### config.mk
export PLATFORM = sky130hd
export DESIGN_NAME = tdm_mux_8to1
export DESIGN_NICKNAME = d
export VERILOG_FILES = /design/src/rtl/tdm_mux_pkg.sv /design/src/rtl/rr_arbiter_8.sv /design/src/rtl/tdm_mux_8to1.sv
export SDC_FILE = /design/constraint.sdc
export NUM_CORES = 1
export LEC_CHECK = 0
export BUFFER_PORTS_ARGS = -buffer_cell sky130_fd_sc_hd__buf_2
export CORE_UTILIZATION = 45
export DETAILED_ROUTE_END_ITERATION = 10
export PLACE_DENSITY = 0.84
export SYNTH_ARGS = -nofsm -noshare
export SYNTH_HDL_FRONTEND = slang
export SYNTH_SLANG_ARGS = --single-unit
export TNS_END_PERCENT = 100
### constraint.sdc
create_clock -name clk -period 7.6 [get_ports clk]
set_clock_uncertainty 0.2 [all_clocks]
set_input_delay 1.52 -clock clk [delete_from_list [all_inputs] [get_ports clk]]
set_output_delay 1.52 -clock clk [all_outputs]
set_load 0.03 [all_outputs]
### src/rtl/tdm_mux_pkg.sv
// Shared types and helpers for the 8:1 TDM combiner and its round-robin arbiter.
package tdm_mux_pkg;

    localparam int NCH   = 8;
    localparam int SEL_W = 3;

    typedef enum logic {
        IDLE = 1'b0,
        HOLD = 1'b1
    } state_t;

    function automatic logic [SEL_W-1:0] next_ptr(input logic [SEL_W-1:0] p);
        return p + 3'd1;
    endfunction

endpackage

### src/rtl/rr_arbiter_8.sv
// Combinational round-robin grant: first requester at or after ptr, wrapping modulo 8.
module rr_arbiter_8
    import tdm_mux_pkg::*;
(
    input  logic [NCH-1:0]   req,
    input  logic [SEL_W-1:0] ptr,
    output logic [NCH-1:0]   gnt,
    output logic [SEL_W-1:0] gnt_idx,
    output logic             any
);

    logic [SEL_W-1:0] idx;

    always_comb begin
        gnt     = '0;
        gnt_idx = '0;
        any     = 1'b0;
        idx     = '0;
        for (int k = 0; k < NCH; k++) begin
            idx = ptr + k[SEL_W-1:0];
            if (!any && req[idx]) begin
                any      = 1'b1;
                gnt_idx  = idx;
                gnt[idx] = 1'b1;
            end
        end
    end

endmodule

### src/rtl/tdm_mux_8to1.sv
// Sequential 8:1 TDM combiner with a registered, channel-tagged output word.
// Optional even-parity output out_par is enabled with TDM_MUX_PARITY_EN.
//
// state | meaning
// IDLE  | output register empty
// HOLD  | out_valid high, waiting for out_ready
module tdm_mux_8to1
    import tdm_mux_pkg::*;
#(
    parameter int DATA_W = 8
) (
    input  logic                  clk,
    input  logic                  rst_n,
    input  logic [NCH*DATA_W-1:0] in_data,
    input  logic [NCH-1:0]        in_valid,
    output logic [NCH-1:0]        in_ready,
    output logic [DATA_W-1:0]     out_data,
    output logic [SEL_W-1:0]      out_sel,
    output logic                  out_valid,
    input  logic                  out_ready,
    output logic                  out_last
`ifdef TDM_MUX_PARITY_EN
    ,
    output logic                  out_par
`endif
);

    state_t            state_q, state_d;
    logic [SEL_W-1:0]  ptr_q;
    logic              load_ok;
    logic [NCH-1:0]    req;
    logic [NCH-1:0]    gnt;
    logic [SEL_W-1:0]  gnt_idx;
    logic              any;
    logic [DATA_W-1:0] gnt_word;

    // A full output register may only reload on the same edge it drains.
    assign load_ok  = (state_q == IDLE) || (out_ready && out_valid);
    assign req      = load_ok ? in_valid : '0;
    assign in_ready = gnt;
    assign gnt_word = in_data[gnt_idx*DATA_W +: DATA_W];

    rr_arbiter_8 u_arb (
        .req     (req),
        .ptr     (ptr_q),
        .gnt     (gnt),
        .gnt_idx (gnt_idx),
        .any     (any)
    );

    always_ff @(posedge clk or negedge rst_n) begin
        if (!rst_n) state_q <= IDLE;
        else        state_q <= state_d;
    end

    always_comb begin
        state_d = state_q;
        if (any)                              state_d = HOLD;
        else if (state_q == HOLD && out_ready) state_d = IDLE;
    end

    always_ff @(posedge clk or negedge rst_n) begin
        if (!rst_n) begin
            ptr_q     <= '0;
            out_data  <= '0;
            out_sel   <= '0;
            out_valid <= 1'b0;
            out_last  <= 1'b0;
        end else if (any) begin
            ptr_q     <= next_ptr(gnt_idx);
            out_data  <= gnt_word;
            out_sel   <= gnt_idx;
            out_valid <= 1'b1;
            out_last  <= (gnt_idx == 3'd7);
        end else if (state_q == HOLD && out_ready) begin
            out_valid <= 1'b0;
            out_last  <= 1'b0;
        end
    end

`ifdef TDM_MUX_PARITY_EN
    always_ff @(posedge clk or negedge rst_n) begin
        if (!rst_n)   out_par <= 1'b0;
        else if (any) out_par <= ^gnt_word;
    end
`endif

endmodule

==> results of run 1 <==
-- state kept, by name, indices dropped and copies added, names as in the netlist --
name,cells
ptr_q,3
out_sel,3
out_data,8
out_valid,1
out_last,1
-- cell type report --
cell class | instances | area, um^2
flip-flops and latches | 16 | 400
clock buffers | 4 | 55.1
repair buffers | 96 | 483
well taps | 70 | 87.6
inverters | 6 | 22.5
fillers | 474 | 2230
multi-input cells | 234 | 1860
-- worst paths after layout --
path | startpoint | cells past startpoint | to
max | out_ready | 10 | in_ready[1]
min | out_sel[2] | 1 | out_sel[2]
min in group asynchronous | rst_n | 1 | out_data[4]
min reg2reg | out_sel[2] | 1 | out_sel[2]
max in group asynchronous | rst_n | 1 | out_data[0]
max reg2reg | ptr_q[1] | 13 | ptr_q[2]
-- critical path, stage by stage --
cell and delay (ps):
buf_2 110, nand2b_1 410, nand4_1 270, a21boi_1 460, and4_4 360, nand4_4 160
o32ai_1 390, mux2i_1 190, mux2i_1 170, buf_2 220
-- routing by layer --
layer | track usage [%] | part of all wire, % | up-vias
li1 | - | - | 1231
met1 | 31.8 | 39 | 1180
met2 | 43.9 | 50 | 171
met3 | 3.21 | 8.9 | 19
met4 | 10.7 | 1.9 | 0
met5 | 0 | 0 | -
-- cells in the mapped netlist, types with 5 or more instances --
cell and number:
a22oi_1 6, mux4_2 6, nand3_1 8, mux2_2 8
nand2_1 24, dfrtp_1 16, nor2_1 14, a21oi_1 18
mux2i_1 42, a221o_1 6, o22ai_1 10, nor3_1 5
ha_1 8, nand2b_1 11, buf_2 5, o21ai_0 5
-- logic make-up (layout without fill, tap and decap cells) --
family,Yosys count,in the layout
and+or+nand+nor,81,81
xor gates and xnor gates,4,4
adders and majority gates,8,8
AOI/OAI and AO/OA,80,80
muxes,61,61
buffers and inverters,24,106
DFF,16,16
-- through the flow --
step / cell area (um^2) / instances / hold slack (ps) / util, %
finish: 2910 / 426 / 284 / 56.6
detailed placement: 2860 / 422 / 268 / 55.6
global route: 2910 / 426 / 311 / 56.6
global placement: 2860 / 422 / 257 / 55.6
CTS: 2910 / 426 / 284 / 56.6
floorplan: 2410 / 274 / 450 / -
==> run metrics, run 1 <==
Max Cap Viol=0; mapped cell area=2410 um^2; antenna-violating nets left=0; core area=5140 um^2; CTS buffer count=3; starting density of the core=47.0%; status=complete, no violations; Unique masters post-synth=58; HPWL Detailed=5530 um; Tot GR Track Use=25.3%; post-route setup slack=1620 ps; Syn. warnings=0; Hold Path Class=flop to flop; Worst EP required=5880 ps; vias in the first global route=2343; Top Ports=96; DRC Markers=0; crit path kind=input pin to output port; kind of end point of the critical path=output port; area grow syn2layout=20.6%; Final min period=5980 ps; clock sinks=16; Post-Synth XOR/XNOR Area=1.45%; simple logic cell fraction of the synthesized area=18.7%; fmax=167 MHz; largest family of logic cells by synthesized area=multiplexers; CTS tree=done; Synth Area in Compound Gates=23.5%; proportion of synthesized area in mux cells=29.2%; Final Hold Violating Endpoints=0; final WL=6900 um; routed vias=2601; gpl congestion=0.943; ys flop type=dfrtp_1; slew at the pin with the worst max-slew slack=951 ps; die area=5660 um^2; Yosys reg bits=16; num rows=26; cts repair resizes=0; DR pass1 iterations=7; pin count of the biggest net entering global routing=42; final setup fails=0; layout cells sized above 1=35.4%; Mean Syn Cell Area=8.81 um^2; ANT cells=0; Post-synth ARST share=100%; Post-CTS Setup Bufs=0; R2R setup slack=2430 ps; synth top area cells=mux2i_1 17%, dfrtp_1 17%, mux4_2 5.6%; DRT iter0 DRCs=270; Clock Latency Late Sink=250 ps; Arr. time, crit path=4260 ps; Post-CTS Hold Buffers=0; initial antenna violation count=0; Die Ht=75.2 um; setup TNS=0 ps; CTS clk-pin slew, worst paths=60 ps; RSZ-0062 raised after global routing=no; Layout Nets=440; period utilisation layout=78.7%; port bufs=95; most common cell after layout, fill and taps aside=buf_2; maximum clock path buffer count=2; H-tree Lvls=1; most frequent cells in the layout=95 x buf_2, 42 x mux2i_1, 24 x nand2_1; cell count after synthesis=274; leading area contributor after synthesis=mux2i_1; Post-synth EDFFs=0; Worst slew margin=36.6%; Syn Nets=357; sequential cell area fraction in the yosys report=16.6%; first-pass GRT wire length=10900 um; crit-path max FO=18; area share of the largest cell type after synthesis=17.4%; Die Wd=75.2 um; Slew Viols, Final=0; GRT Residual Overflow=0; drt wl/cell=16.2 um; Setup WS pre-CTS=1740 ps; Synth Area in Adders=4.15%; vias per std cell=6.11; CTS root buffer=clkbuf_8; crit path launch type=input pin
Power of run 1 is left out: the tool's default activity adds up to more than one toggle a clock period on the data nets, which glitch-free logic cannot reach.
==> run 2, diff against run 1 <==
--- a/config.mk
+++ b/config.mk
@@ -5,10 +5,11 @@
 export SDC_FILE = /design/constraint.sdc
 export NUM_CORES = 1
 export LEC_CHECK = 0
+export ABC_AREA = 1
 export BUFFER_PORTS_ARGS = -buffer_cell sky130_fd_sc_hd__buf_2
 export CORE_UTILIZATION = 45
 export DETAILED_ROUTE_END_ITERATION = 10
-export PLACE_DENSITY = 0.84
+export PLACE_DENSITY = 0.82
 export SYNTH_ARGS = -nofsm -noshare
 export SYNTH_HDL_FRONTEND = slang
 export SYNTH_SLANG_ARGS = --single-unit
==> constraint.sdc (replaced) <==
create_clock -name clk -period 6.1 [get_ports clk]
set_clock_uncertainty 0.2 [all_clocks]
set_input_delay 1.22 -clock clk [delete_from_list [all_inputs] [get_ports clk]]
set_output_delay 1.22 -clock clk [all_outputs]
set_load 0.03 [all_outputs]
==> run 2 against run 1 <==
  * Setup slack worse by 760 ps
  * Clock-buffer cell count unchanged
  * Register-to-register slack worse by 1100 ps
  * Core utilization down 1.2 points
  * Design area up 13%
  * Non-clock buffer count up 1
  * First-iteration DRC count up 0.74%
  * Critical path depth up 4
  * Hold slack worse by 3.6 ps
  * Via count up 37%
==> run metrics, run 2 <==
Clock Latency Late Sink=250 ps (about the same); Layout Nets=641 (+46%); initial antenna violation count=0 (unchanged); layout cells sized above 1=25.0% (-10 points); num rows=28 (+7.7%); crit path launch type=flop; ys flop type=dfrtp_1; vias in the first global route=3134 (+34%); RSZ-0062 raised after global routing=no; hold slack=280 ps (-3.56 ps); crit-path max FO=27 (+9); vias per std cell=5.63 (-7.7%); status=complete, no violations; Die Ht=81.0 um (+7.6%); maximum clock path buffer count=2 (unchanged); final setup fails=0 (unchanged); pin count of the biggest net entering global routing=36 (-14%); Arr. time, crit path=3820 ps (-440 ps); Top Ports=96 (unchanged); die area=6560 um^2 (+16%); sequential cell area fraction in the yosys report=14.3% (-2.3 points); mapped cell area=2810 um^2 (+16%); clock sinks=16 (unchanged); Setup WS pre-CTS=1240 ps (-496 ps); gpl congestion=0.977 (+3.6%); Reg2Reg Depth=17 (+4); area share of the largest cell type after synthesis=19.4% (+2.0 points); Post-CTS Setup Bufs=0 (unchanged); routed vias=3561 (+37%); final WL=8660 um (+26%); drt wl/cell=13.7 um (-15%); HPWL Detailed=6680 um (+21%); Syn. warnings=0 (unchanged); port bufs=95 (unchanged); top-count cell post-synth=nand2_1; most frequent cells in the layout=128 x nand2_1, 109 x nand3_1, 95 x buf_2; RR Startpoint=ptr_q[0]; Largest register FFs=8 (unchanged); antenna-violating nets left=0 (unchanged); CTS root buffer=clkbuf_8; Final Hold Violating Endpoints=0 (unchanged); CTS clk-pin slew, worst paths=60 ps (about the same); kind of end point of the critical path=output port; DR pass1 iterations=5 (-2); Hold Path Class=flop to flop; H-tree Lvls=1 (unchanged); cell count after synthesis=479 (+75%); first-pass GRT wire length=14100 um (+29%); Max Cap Viol=0 (unchanged); DRC Markers=0 (unchanged); leading area contributor after synthesis=nand3_1; period utilisation layout=85.9%; R2R setup slack=1310 ps (-1120 ps); Mean Syn Cell Area=5.86 um^2 (-33%); synth top area cells=nand3_1 19%, nand2_1 17%, dfrtp_1 14%; GRT Residual Overflow=0 (unchanged); Post-synth EDFFs=0 (unchanged); Crit. Startpoint=ptr_q[0]; starting density of the core=47.1% (+0.16 points); most common cell after layout, fill and taps aside=nand2_1; DRT iter0 DRCs=272 (+0.74%); cts repair resizes=0 (unchanged); DP Area=3250 um^2 (+14%); slew at the pin with the worst max-slew slack=778 ps (-174 ps); Worst slew margin=47.7% (+11 points); crit path kind=flop to output port; post-route setup slack=861 ps (-760 ps); Unique masters post-synth=38 (-34%); Yosys reg bits=16 (unchanged); Syn Nets=562 (+57%); CTS tree=done; register bank with the most flops=out_data; area grow syn2layout=17.6%; Post-CTS Hold Buffers=0 (unchanged); Tot GR Track Use=26.9% (+1.6 points); Slew Viols, Final=0 (unchanged); Die Wd=81.0 um (+7.6%); R2R Path End=ptr_q[2]; fmax=191 MHz; final instance area=3300 um^2 (+13%); Top Registers=out_data x8, out_sel x3, ptr_q x3; setup TNS=0 ps (unchanged); CTS buffer count=3 (unchanged); Post-synth ARST share=100% (unchanged); crit path to=in_ready[1]; Worst EP required=4680 ps (-1200 ps); ANT cells=0 (unchanged); Final min period=5240 ps; core area=5960 um^2 (+16%); top cells by count, synth=128 x nand2_1, 109 x nand3_1, 72 x inv_1
run 2: cell count changes in the layout (fill, tap and decap cells not counted), sizes merged, moves of 11 or more:
cell,change
nand2b,-11
nand2,+111
mux2,-13
inv,+75
mux2i,-42
nand3,+112
run 2: cells by family (layout without fill, tap and decap cells):
kind of cell    after synthesis  after routing  synth area share [%]
compound gates               45             45                  11.2
fa+ha+maj                     8              8                  3.57
buf+inv                     103            181                  16.0
flops                        16             16                  14.3
simple gates                307            307                  54.9
run 2: per-stage QoR:
| step | utilization, % | std cells |
|---|---|---|
| after floorplan | - | 479 |
| after global routing | 55.4 | 632 |
| after detailed placement | 54.5 | 628 |
| after CTS | 55.4 | 632 |
| after global placement | 54.5 | 628 |
| final | 55.4 | 632 |
run 2: routing by layer:
layer,track usage (%),vias to the layer above,wire (um)
met3,2.02,33,507
met2,45.0,171,4220
met1,35.7,1619,3700
li1,-,1738,-
met4,10.9,0,236
met5,0,-,0
run 2: critical path, cell delays in order (launching register included):
cell and delay (ps):
dfrtp_1 330, buf_4 290, inv_4 170, ha_1 600, inv_1 330, nand3_1 200, nand2_1 90, nand2_1 60
nand2_1 160, nor4_2 700, nand2_1 120, o211ai_1 120, a21oi_1 70, o211ai_1 100, buf_2 220
run 2: worst min-delay path by stage:
stage                     start           to  depth (start not counted)
detailed placement   out_sel[1]   out_sel[1]                          2
global route        out_data[3]  out_data[3]                          2
finish              out_data[0]  out_data[0]                          2
floorplan           out_data[0]  out_data[0]                          2
global placement    out_data[4]  out_data[4]                          2
CTS                 out_data[0]  out_data[0]                          2
run 2: cell type report:
cell class | count | area (um^2)
inverter | 80 | 305
fill | 620 | 2660
multi-input combinational | 360 | 1960
clock buffer | 4 | 55.1
sequential | 16 | 400
tap | 75 | 93.8
timing repair buffer | 97 | 490
Power of run 2 is left out for the same reason.
==> run 3, diff against run 2 <==
==> constraint.sdc (replaced) <==
create_clock -name clk -period 6.7 [get_ports clk]
set_clock_uncertainty 0.2 [all_clocks]
set_input_delay 1.34 -clock clk [delete_from_list [all_inputs] [get_ports clk]]
set_output_delay 1.34 -clock clk [all_outputs]
set_load 0.03 [all_outputs]
==> run 3 against run 2 <==
  * Sequential share of layout area increased by 0.079 points
  * Sequential cell count stayed put
  * First-iteration DRC count down 5.1%
  * Register-to-register slack better by 80 ps
  * Die area did not move
  * Hold slack lost 0.98 ps
  * Non-clock buffer count decreased by 1
  * Critical path depth down 1
  * Final cell count is 0.32% lower
  * Critical path type unchanged
==> run metrics, run 3 (synthesized netlist as in run 2, its figures left out) <==
Max Cap Viol=0 (unchanged); Hold Path Class=flop to flop; Arr. time, crit path=4310 ps (+490 ps); min-delay src=out_data[4]; starting density of the core=47.1% (unchanged); Tot GR Track Use=27.2% (+0.33 points); Layout Nets=640 (-0.16%); CTS tree=done; Setup WS pre-CTS=1250 ps (+10.1 ps); die area=6560 um^2 (unchanged); Top Registers=out_data x8, out_sel x3, ptr_q x3; register bank with the most flops=out_data; Slowest cell on crit path=dfrtp_1; pin count of the biggest net entering global routing=36 (unchanged); Largest register FFs=8 (unchanged); DRT iter0 DRCs=258 (-5.1%); period utilisation layout=87.3%; first-pass GRT wire length=14200 um (+0.98%); most common cell after layout, fill and taps aside=nand2_1; DRC Markers=0 (unchanged); clock sinks=16 (unchanged); core area=5960 um^2 (unchanged); CTS root buffer=clkbuf_8; crit path launch type=flop; placed cells=627 (-0.16%); Die Ht=81.0 um (unchanged); Finished Core Util=55.1% (-0.36 points); vias per std cell=5.67 (+0.68%); area grow syn2layout=16.9%; vias in the first global route=3106 (-0.89%); drt wl/cell=14.3 um (+4.4%); DR pass1 iterations=5 (unchanged); Crit. Startpoint=ptr_q[0]; Die Wd=81.0 um (unchanged); final WL=9020 um (+4.1%); RSZ-0062 raised after global routing=no; critical path's most frequent cell=nand2_1; H-tree Lvls=1 (unchanged); Final min period=5850 ps; crit-path max FO=27 (unchanged); Top Ports=96 (unchanged); antenna-violating nets left=0 (unchanged); Clock Latency Late Sink=250 ps (about the same); final setup fails=0 (unchanged); crit path kind=flop to output port; num rows=28 (unchanged); Worst EP required=5160 ps (+480 ps); gpl congestion=0.999 (+2.2%); fin cells=630 (-0.32%); Post-CTS Hold Buffers=0 (unchanged); fmax=171 MHz; HPWL Detailed=6890 um (+3.1%); cts repair resizes=0 (unchanged); slew at the pin with the worst max-slew slack=906 ps (+128 ps); worst-path cell chain=inv_4 -> ha_1 -> inv_1 -> nand3_1 -> nand2_1 -> nand2_1 -> nand2_1 -> nor4_2 -> nand2_1 -> o2111ai_1 -> a21oi_1 -> o2111ai_1 -> buf_2; layout cells sized above 1=24.7% (-0.27 points); initial antenna violation count=0 (unchanged); GRT Residual Overflow=0 (unchanged); RR Startpoint=ptr_q[0]; CTS buffer count=3 (unchanged); ANT cells=0 (unchanged); CTS clk-pin slew, worst paths=60 ps (about the same); Final Hold Violating Endpoints=0 (unchanged); maximum clock path buffer count=2 (unchanged); setup TNS=0 ps (unchanged); post-route setup slack=848 ps (-12.7 ps); status=complete, no violations; most frequent cells in the layout=128 x nand2_1, 109 x nand3_1, 95 x buf_2; Critical Path Max Stage Delay=940 ps (+240 ps); Slew Viols, Final=0 (unchanged); port bufs=95 (unchanged); Worst slew margin=39.6% (-8.1 points); routed vias=3574 (+0.37%); kind of end point of the critical path=output port; Post-CTS Setup Bufs=0 (unchanged)
## run 3: changes by cell type in the layout (fill, tap and decap cells not counted), sizes merged
cell	before	now
buf	97	96
clkbuf	4	3
## run 3: cell type report
| type | instances | area [um^2] |
|---|---|---|
| Sequential cell | 16 | 400 |
| Timing Repair Buffer | 96 | 483 |
| Fill cell | 614 | 2680 |
| Clock buffer | 3 | 41.3 |
| Multi-Input combinational cell | 360 | 1960 |
| Inverter | 80 | 305 |
| Tap cell | 75 | 93.8 |
## run 3: stage by stage
stage | hold slack (ps) | instance area (um^2)
2_1_floorplan | 462 | 2810
3_3_place_gp | 259 | 3240
3_5_place_dp | 265 | 3240
4_1_cts | 277 | 3280
5_1_grt | 301 | 3280
6_report | 279 | 3280
## run 3: worst max-delay path, delay by kind of cell (launching register included)
kind | cells | cell delay (ps)
simple gates | 6 | 1340
flops | 1 | 940
buf+inv | 3 | 830
fa+ha+maj | 1 | 650
compound gates | 3 | 290
## run 3: worst paths after layout
path / endpoint / depth (start not counted) / slack [ps]
worst max-delay path: in_ready[5] / 13 / 850
worst max register to register: ptr_q[2] / 16 / 1390
worst min register to register: out_data[4] / 2 / 280
max in group asynchronous: out_data[7] / 1 / 5220
worst min-delay path: out_data[4] / 2 / 280
min in group asynchronous: out_sel[2] / 1 / 800
## run 3: metal layers
metal	vias up	GRT usage, %	wire (um)
li1	1737	-	-
met3	22	2.47	651
met1	1635	36.0	3750
met4	0	9.82	171
met5	-	0	0
met2	180	45.9	4450
Power of run 3 is left out for the same reason.
